--- config.mk ---
export PLATFORM = sky130hd
export DESIGN_NAME = llsc_ctrl
export DESIGN_NICKNAME = d
export VERILOG_FILES = /design/src/rtl/llsc_ctrl_pkg.sv /design/src/rtl/llsc_slot_eval.sv /design/src/rtl/llsc_ctrl.sv
export SDC_FILE = /design/constraint.sdc
export NUM_CORES = 1
export LEC_CHECK = 0
export BUFFER_PORTS_ARGS = -buffer_cell sky130_fd_sc_hd__buf_4
export CORE_MARGIN = 2
export CORE_UTILIZATION = 30
export DETAILED_ROUTE_END_ITERATION = 6
export PLACE_DENSITY = 0.57
export SLEW_MARGIN = 0
export SYNTH_ARGS = -nofsm -noshare
export SYNTH_HDL_FRONTEND = slang
export SYNTH_SLANG_ARGS = --single-unit
--- constraint.sdc ---
create_clock -name clk -period 2 [get_ports clk]
set_input_delay 0.2 -clock clk [delete_from_list [all_inputs] [get_ports clk]]
set_output_delay 0.2 -clock clk [all_outputs]
set_load 0.005 [all_outputs]
--- src/rtl/llsc_ctrl_pkg.sv ---
// LL/SC reservation controller shared definitions.
// Memory-op encoding, state encoding and LLBCTL field positions.
package llsc_ctrl_pkg;

    localparam int LLSC_ADDR_WIDTH = 32;

    localparam int LLBCTL_ROLLB = 0;
    localparam int LLBCTL_WCLLB = 1;
    localparam int LLBCTL_KLO   = 2;

    typedef enum logic [1:0] {
        MEM_NONE = 2'd0,
        MEM_LL   = 2'd1,
        MEM_SC   = 2'd2
    } mem_op_e;

    typedef enum logic {
        IDLE     = 1'b0,
        RESERVED = 1'b1
    } llsc_state_e;

endpackage

--- src/rtl/llsc_slot_eval.sv ---
// One commit slot's effect on the LL/SC reservation.
// Chained so the younger slot sees the older slot's result.
module llsc_slot_eval
    import llsc_ctrl_pkg::*;
#(
    parameter int ADDR_WIDTH = LLSC_ADDR_WIDTH,
    parameter int GRAN_BITS  = 4
) (
    input  logic                  valid,
    input  logic [1:0]            op,
    input  logic [ADDR_WIDTH-1:0] addr,
    input  logic                  in_resv,
    input  logic [ADDR_WIDTH-1:0] in_addr,
    input  logic                  snoop_hit,
    output logic                  out_resv,
    output logic [ADDR_WIDTH-1:0] out_addr,
    output logic                  sc_success,
    output logic                  is_ll
);

    localparam logic [ADDR_WIDTH-1:0] GRAN_MASK =
        {ADDR_WIDTH{1'b1}} << GRAN_BITS;

    logic match;

    assign match = ((addr ^ in_addr) & GRAN_MASK) == '0;

    always_comb begin
        out_resv   = in_resv;
        out_addr   = in_addr;
        sc_success = 1'b0;
        is_ll      = 1'b0;
        if (valid) begin
            case (op)
                MEM_LL: begin
                    out_resv = 1'b1;
                    out_addr = addr;
                    is_ll    = 1'b1;
                end
                MEM_SC: begin
                    sc_success = in_resv && match && !snoop_hit;
                    out_resv   = 1'b0;
                end
                default: ;
            endcase
        end
    end

endmodule

--- src/rtl/llsc_ctrl.sv ---
// LLbit / reservation controller for the dual-issue commit stage.
// Optional self-expiring reservation under LLSC_TIMEOUT_EN.
module llsc_ctrl
    import llsc_ctrl_pkg::*;
#(
    parameter int ADDR_WIDTH = LLSC_ADDR_WIDTH,
    parameter int GRAN_BITS  = 4,
    parameter int TIMEOUT    = 1024
) (
    input  logic                  clk,
    input  logic                  rst_n,
    input  logic                  flush,
    input  logic                  ertn,
    input  logic                  slot0_valid,
    input  logic [1:0]            slot0_op,
    input  logic [ADDR_WIDTH-1:0] slot0_addr,
    input  logic                  slot1_valid,
    input  logic [1:0]            slot1_op,
    input  logic [ADDR_WIDTH-1:0] slot1_addr,
    input  logic                  snoop_valid,
    input  logic [ADDR_WIDTH-1:0] snoop_addr,
    input  logic                  wcllb,
    input  logic                  klo_we,
    input  logic                  klo_wdata,
    output logic                  sc0_success,
    output logic                  sc1_success,
    output logic                  llbit_o,
    output logic                  klo_o,
    output logic [ADDR_WIDTH-1:0] resv_addr_o
);

    localparam logic [ADDR_WIDTH-1:0] GRAN_MASK =
        {ADDR_WIDTH{1'b1}} << GRAN_BITS;

    llsc_state_e           state_q, state_d;
    logic [ADDR_WIDTH-1:0] resv_addr_q, resv_addr_d;
    logic                  klo_q, klo_d;
    logic                  snoop_hit, any_ll, expire;
    logic                  resv0, resv1, ll0, ll1;
    logic [ADDR_WIDTH-1:0] addr0, addr1;

    assign snoop_hit = snoop_valid && (state_q == RESERVED) &&
        (((snoop_addr ^ resv_addr_q) & GRAN_MASK) == '0);

    llsc_slot_eval #(
        .ADDR_WIDTH (ADDR_WIDTH),
        .GRAN_BITS  (GRAN_BITS)
    ) u_slot0 (
        .valid      (slot0_valid && !flush),
        .op         (slot0_op),
        .addr       (slot0_addr),
        .in_resv    (state_q == RESERVED),
        .in_addr    (resv_addr_q),
        .snoop_hit  (snoop_hit),
        .out_resv   (resv0),
        .out_addr   (addr0),
        .sc_success (sc0_success),
        .is_ll      (ll0)
    );

    llsc_slot_eval #(
        .ADDR_WIDTH (ADDR_WIDTH),
        .GRAN_BITS  (GRAN_BITS)
    ) u_slot1 (
        .valid      (slot1_valid && !flush),
        .op         (slot1_op),
        .addr       (slot1_addr),
        .in_resv    (resv0),
        .in_addr    (addr0),
        .snoop_hit  (snoop_hit),
        .out_resv   (resv1),
        .out_addr   (addr1),
        .sc_success (sc1_success),
        .is_ll      (ll1)
    );

    assign any_ll = ll0 || ll1;

`ifdef LLSC_TIMEOUT_EN
    localparam int CW = (TIMEOUT > 2) ? $clog2(TIMEOUT) : 1;

    logic [CW-1:0] tmo_q;

    assign expire = (state_q == RESERVED) && !any_ll &&
        (tmo_q == CW'(TIMEOUT - 1));

    always_ff @(posedge clk or negedge rst_n) begin
        if (!rst_n) begin
            tmo_q <= '0;
        end else if (any_ll || expire || state_q != RESERVED) begin
            tmo_q <= '0;
        end else begin
            tmo_q <= tmo_q + 1'b1;
        end
    end
`else
    assign expire = 1'b0;
`endif

    always_comb begin
        state_d     = resv1 ? RESERVED : IDLE;
        resv_addr_d = addr1;
        klo_d       = klo_q;
        if (flush) begin
            state_d = IDLE;
        end else begin
            // A same-cycle LL re-arms the reservation despite the snoop
            if (snoop_hit && !any_ll) state_d = IDLE;
            if (wcllb) state_d = IDLE;
            if (ertn) begin
                if (klo_q) klo_d = 1'b0;
                else state_d = IDLE;
            end
            if (expire) state_d = IDLE;
        end
        if (klo_we) klo_d = klo_wdata;
    end

    always_ff @(posedge clk or negedge rst_n) begin
        if (!rst_n) begin
            state_q     <= IDLE;
            resv_addr_q <= '0;
            klo_q       <= 1'b0;
        end else begin
            state_q     <= state_d;
            resv_addr_q <= resv_addr_d;
            klo_q       <= klo_d;
        end
    end

    assign llbit_o     = (state_q == RESERVED);
    assign klo_o       = klo_q;
    assign resv_addr_o = resv_addr_q;

endmodule

=== After elaboration in Yosys (flattened, before gate mapping) ===
Cells that the tools add are included.

* $add $sub $neg: 0
* Multiply operators: 0
* Divide/modulo/power cells: 0
* $lt $le $gt $ge: 0
* Eq/ne operators: 5
* Shift operators: 0
* Mux-type cells: 25
* Bitwise gates (word level): 3
* Reduce and logical (&&, ||, !) cells: 18

{| class="wikitable"
|+ Operators by type and width
! kind !! count
|-
| 2-to-1 mux 32 bit || 4
|-
| logical NOT 32 bit || 3
|-
| XOR 32 bit || 3
|-
| 2-to-1 mux 1 bit || 19
|-
| logical AND 1 bit || 9
|-
| == test 2 x 1 -> 1 bit (second input constant) || 2
|-
| == test 2 bit (second input constant) || 2
|-
| case mux 1 bit (2 select lines) || 2
|-
| logical NOT 1 bit || 3
|-
| inequality test 2 x 1 -> 1 bit (second input constant) || 1
|-
| AND reduction 2 bit || 1
|-
| nonzero test 2 bit || 1
|-
| logical OR 1 bit || 1
|}

* Register bits after elaboration: 34
* Bits in latches: 0
* RAM bits: 0
* Bits in read-only memories: 0
* Logic and storage cells: 54
* Memories kept: 0

=== Logic depth before layout (Yosys ltp) ===
* Depth in word-level cells: 11
* Mapped depth: 9
* Depth with buffers taken out: 8

=== Cells and area by module ===
A second synthesis with hierarchy kept.

* Cell total of the unflattened synthesis: 246
* Area total of the unflattened synthesis: 2720.1 µm²

{| class="wikitable"
|+ Modules (own cells, without submodules)
! module !! instances !! cells each !! area each (µm²) !! seq. area each (µm²)
|-
| llsc_slot_eval || 2 || 82 || 753.2 || 0.0
|-
| llsc_ctrl || 1 || 82 || 1213.7 || 850.8
|}

=== Worst setup path after synthesis ===
OpenSTA, ideal clock, no wires.

* Kind: input to output
* Start: input slot0_op[1]
* End: output sc1_success
* Arrival time: 1797 ps
* Data required time: 1800 ps
* Slack: 3 ps
* Cell stages on the path: 9
* Cells stage by stage: inv_1 -> ha_1 -> nand3b_4 -> buf_6 -> mux2i_1 -> xor2_1 -> nand4_1 -> or3_1 -> nor4_2

* Word-level cells in the longest chain between the ends: 9
* Elaborated cells between the ends (all ways): 12

{| class="wikitable"
|+ Ends and longest elaborated chain
! what !! line !! text
|-
| start, declared || llsc_ctrl.sv:15 || <nowiki>input logic [1:0] slot0_op,</nowiki>
|-
| == test 2 x 1 -> 1 bit || llsc_slot_eval.sv:34 || <nowiki>case (op)</nowiki>
|-
| 2-to-1 mux 32 bit || llsc_slot_eval.sv:34 ||
|-
| 2-to-1 mux 32 bit || llsc_slot_eval.sv:33 || <nowiki>if (valid) begin</nowiki>
|-
| XOR 32 bit || llsc_slot_eval.sv:26 || <nowiki>assign match = ((addr ^ in_addr) & GRAN_MASK) == '0;</nowiki>
|-
| logical NOT 32 bit || llsc_slot_eval.sv:26 ||
|-
| logical AND 1 bit * (2 in a row) || llsc_slot_eval.sv:41 || <nowiki>sc_success = in_resv && match && !snoop_hit;</nowiki>
|-
| 2-to-1 mux 1 bit * || llsc_slot_eval.sv:34 ||
|-
| 2-to-1 mux 1 bit * || llsc_slot_eval.sv:33 ||
|-
| end, declared || llsc_ctrl.sv:26 || <nowiki>output logic sc1_success,</nowiki>
|}

Every way passes the cells marked *; elsewhere a longest branch is shown, timed or not.

=== Worst setup path in the final report ===
Same ends and word-level chain as after synthesis.

==> summary.txt <==
STA
  • Slew HR: 57.94%
  • Fin crit share: 114.7%
  • Min cycle time layout: 2.294 ns
  • Skew final: 0.004407 ns
  • Slew Viols, Final: 0
  • Final setup fails: 2
  • Hold Violations, Final: 0
  • RSZ-0062 raised after global routing: yes
  • Final worst slack: -0.2938 ns
  • Fmax: 0.4360 GHz
  • Worst-Margin Slew: 0.6309 ns

Floorplanning
  • # rows: 34
  • Die span in y: 98.03 um
  • Die area: 9610 um^2
  • Initial Util: 30.72%
  • Ports: 146
  • Die X: 98.03 um
  • Core Area: 8636 um^2

Global route
  • First-pass GRT wire length: 14,610 um
  • Vias in the first global route: 2,860
  • Largest net degree at the start of global routing: 66
  • Total track usage: 19.23%
  • Gr ovfl total: 0
  • Antenna violations before repair: 0

Clock network
  • Clk Latency, worst-skew pair: 0.29 ns
  • Cts bufs inserted: 5
  • Clock transition at path regs: 0.07 ns
  • CTS max path bufs: 2
  • Sink Count: 34
  • Root buffer cell: clkbuf_8
  • H-tree levels: 2
  • CTS tree: yes

Critical path
  • Worst R2R End: llbit_o
  • Startpoint Class: input pin
  • Critical path destination: sc1_success
  • R2R Path Start: resv_addr_o[5]
  • Critical path required time: 1.80 ns
  • WP data arrival: 2.09 ns
  • Crit. Startpoint: slot0_op[1]
  • CP max FO: 7
  • Crit Path Class: input pin to primary output
  • Crit. End Element: primary output
  • R2R depth: 7
  • R2R setup slack: 0.20 ns

Placement
  • Routability congestion estimate: 0.8264
  • Placed insts: 562
  • Dpl ws: -0.4778 ns
  • Hpwl dp: 7300 um
  • Port bufs: 141

Run
  • Maxcap violations: 0

Synthesis
  • Syn_area_per_cell: 9.406 um^2
  • Sequential share of the synthesized area: 32.08%
  • Syn_nets: 397
  • Synth Flop Type: dfrtp_1
  • Synth Register Bits: 34
  • Async S/R FF share, synth: 100.0%
  • Synth Cell Area: 2653 um^2
  • Synth Instances: 282
  • YS warnings: 0
  • Number of synthesized flops with an enable pin: 0
  • Netlist cell types: 26

Drt
  • Routed WL: 9157 um
  • Starting DRT DRC Count: 80
  • Post-DRT Antenna Nets: 0
  • Drt via density: 4.777
  • First drt pass iteration count: 4
  • DRC violations left: 0
  • WL/cell: 15.84 um
  • Vias: 2,761

Finish
  • Layout Utilization: 51.41%
  • Area grow syn2layout: 67.36%
  • Ant diodes: 0
  • Fin cells: 578
  • Filler instances: 833
  • Nets: 585
  • Fraction of layout cells with a size suffix above 1: 46.81%

Min path
  • Min-Delay Startpoint: klo_we
  • Worst Hold Class: input pin to flop

Power and ir drop
  • Tot Pwr: 3078 uW
  • Power Dens Cells: 693.5 nW/um^2
  • Leak: 0.002140 uW
  • Peak supply drop: 0.0002531 V

Run status
  • Violated checks: setup timing
  • Status: finished, violations left
==> layout make-up <==
cell class	count	area [um^2]	area share, %
flip-flops and latches	34	852.1	19.19
inverters	7	28.78	0.6483
repair buffers	190	1460	32.89
multi-input cells	232	1887	42.50
well taps	108	135.1	3.044
clock buffers	7	76.32	1.719
==> flip-flops by register name, summed over array words and instances, names as in the netlist <==
register     flops
resv_addr_o     32
llbit_o          1
klo_o            1
==> synth_stat cells, types with 2 or more instances <==
master	instances	share of area [%]
nor2_1	34	4.8
xor2_1	43	14
inv_1	7	0.99
ha_1	5	2.4
mux2i_1	30	11
o21ai_0	3	0.57
mux2i_2	3	1.6
clkbuf_1	6	0.85
a21oi_1	32	6.0
nor3_1	2	0.38
nor4_1	10	2.4
xnor2_1	41	14
nor4_2	3	1.4
nand2_1	3	0.42
nor2b_1	2	0.47
buf_6	2	0.85
nand4_1	14	3.3
dfrtp_1	34	32
==> layer usage <==
metal / vias to the layer above / track usage, % / part of all wire (%)
met5: - / 0 / 0
met4: 0 / 3.953 / 1.1
met3: 9 / 5.011 / 8.1
met2: 99 / 31.14 / 47
met1: 1295 / 26.05 / 44
li1: 1358 / - / -
==> logic make-up after synthesis <==
logic type,count (synthesis),share of synthesized area [%]
xor gates and xnor gates,84,27.74
and+or+nand+nor,71,14.48
AOI/OAI and AO/OA,38,7.453
DFF,34,32.08
muxes,33,12.88
buffers and inverters,17,3.019
adders and majority gates,5,2.358
==> report_power, final <==
part / switching, uW / internal (uW)
registers: 146 / 837
clock network: 270 / 240
logic: 668 / 917
==> worst max-delay path: stages <==
cell and delay [ns]:
buf_8 0.10, inv_4 0.05, ha_4 0.14, nand3b_4 0.15, buf_12 0.20, mux2i_4 0.19
xnor2_1 0.13, nor4_2 0.30, nand4_1 0.18, nor4_2 0.28, buf_4 0.16
==> stage by stage <==
stage	TNS, ns	hold slack [ns]	instance area (um^2)
floorplan	0	-0.09559	2653
global placement	-0.4579	0.2060	4115
detailed placement	-0.4899	0.2005	4115
CTS	-0.4798	0.09586	4350
global route	-0.6883	0.09920	4439
finish	-0.5178	0.09910	4439
==> how the worst min path moves through the flow <==
stage | end | slack (ns) | cells past startpoint
after CTS | klo_o | 0.1 | 2
after floorplan | klo_o | -0.1 | 0
final | klo_o | 0.1 | 2
after detailed placement | klo_o | 0.20 | 1
after global routing | klo_o | 0.1 | 2
after global placement | klo_o | 0.21 | 1
==> cells in the final DEF (no fill, tap or decap), types with 6 or more instances in the layout <==
| master | n |
|---|---|
| xor2_1 | 43 |
| mux2i_4 | 8 |
| nor2_1 | 34 |
| nand4_1 | 14 |
| inv_1 | 6 |
| buf_4 | 185 |
| dfrtp_1 | 33 |
| a21oi_1 | 32 |
| nor4_2 | 8 |
| xnor2_1 | 40 |
| mux2i_1 | 22 |
==> repair_timing <==
| item | in CTS | in global routing |
|---|---|---|
| gates cloned | 1 | 0 |
| endpoints found under the setup margin | 2 | 2 |
| resized for setup | 21 | 11 |
| pin swaps | 10 | 11 |
| setup buffers | 5 | 2 |
| hold buffers | 1 | 0 |
| endpoints found under the hold margin | 34 | 0 |
(Power assumes the default switching activity.)
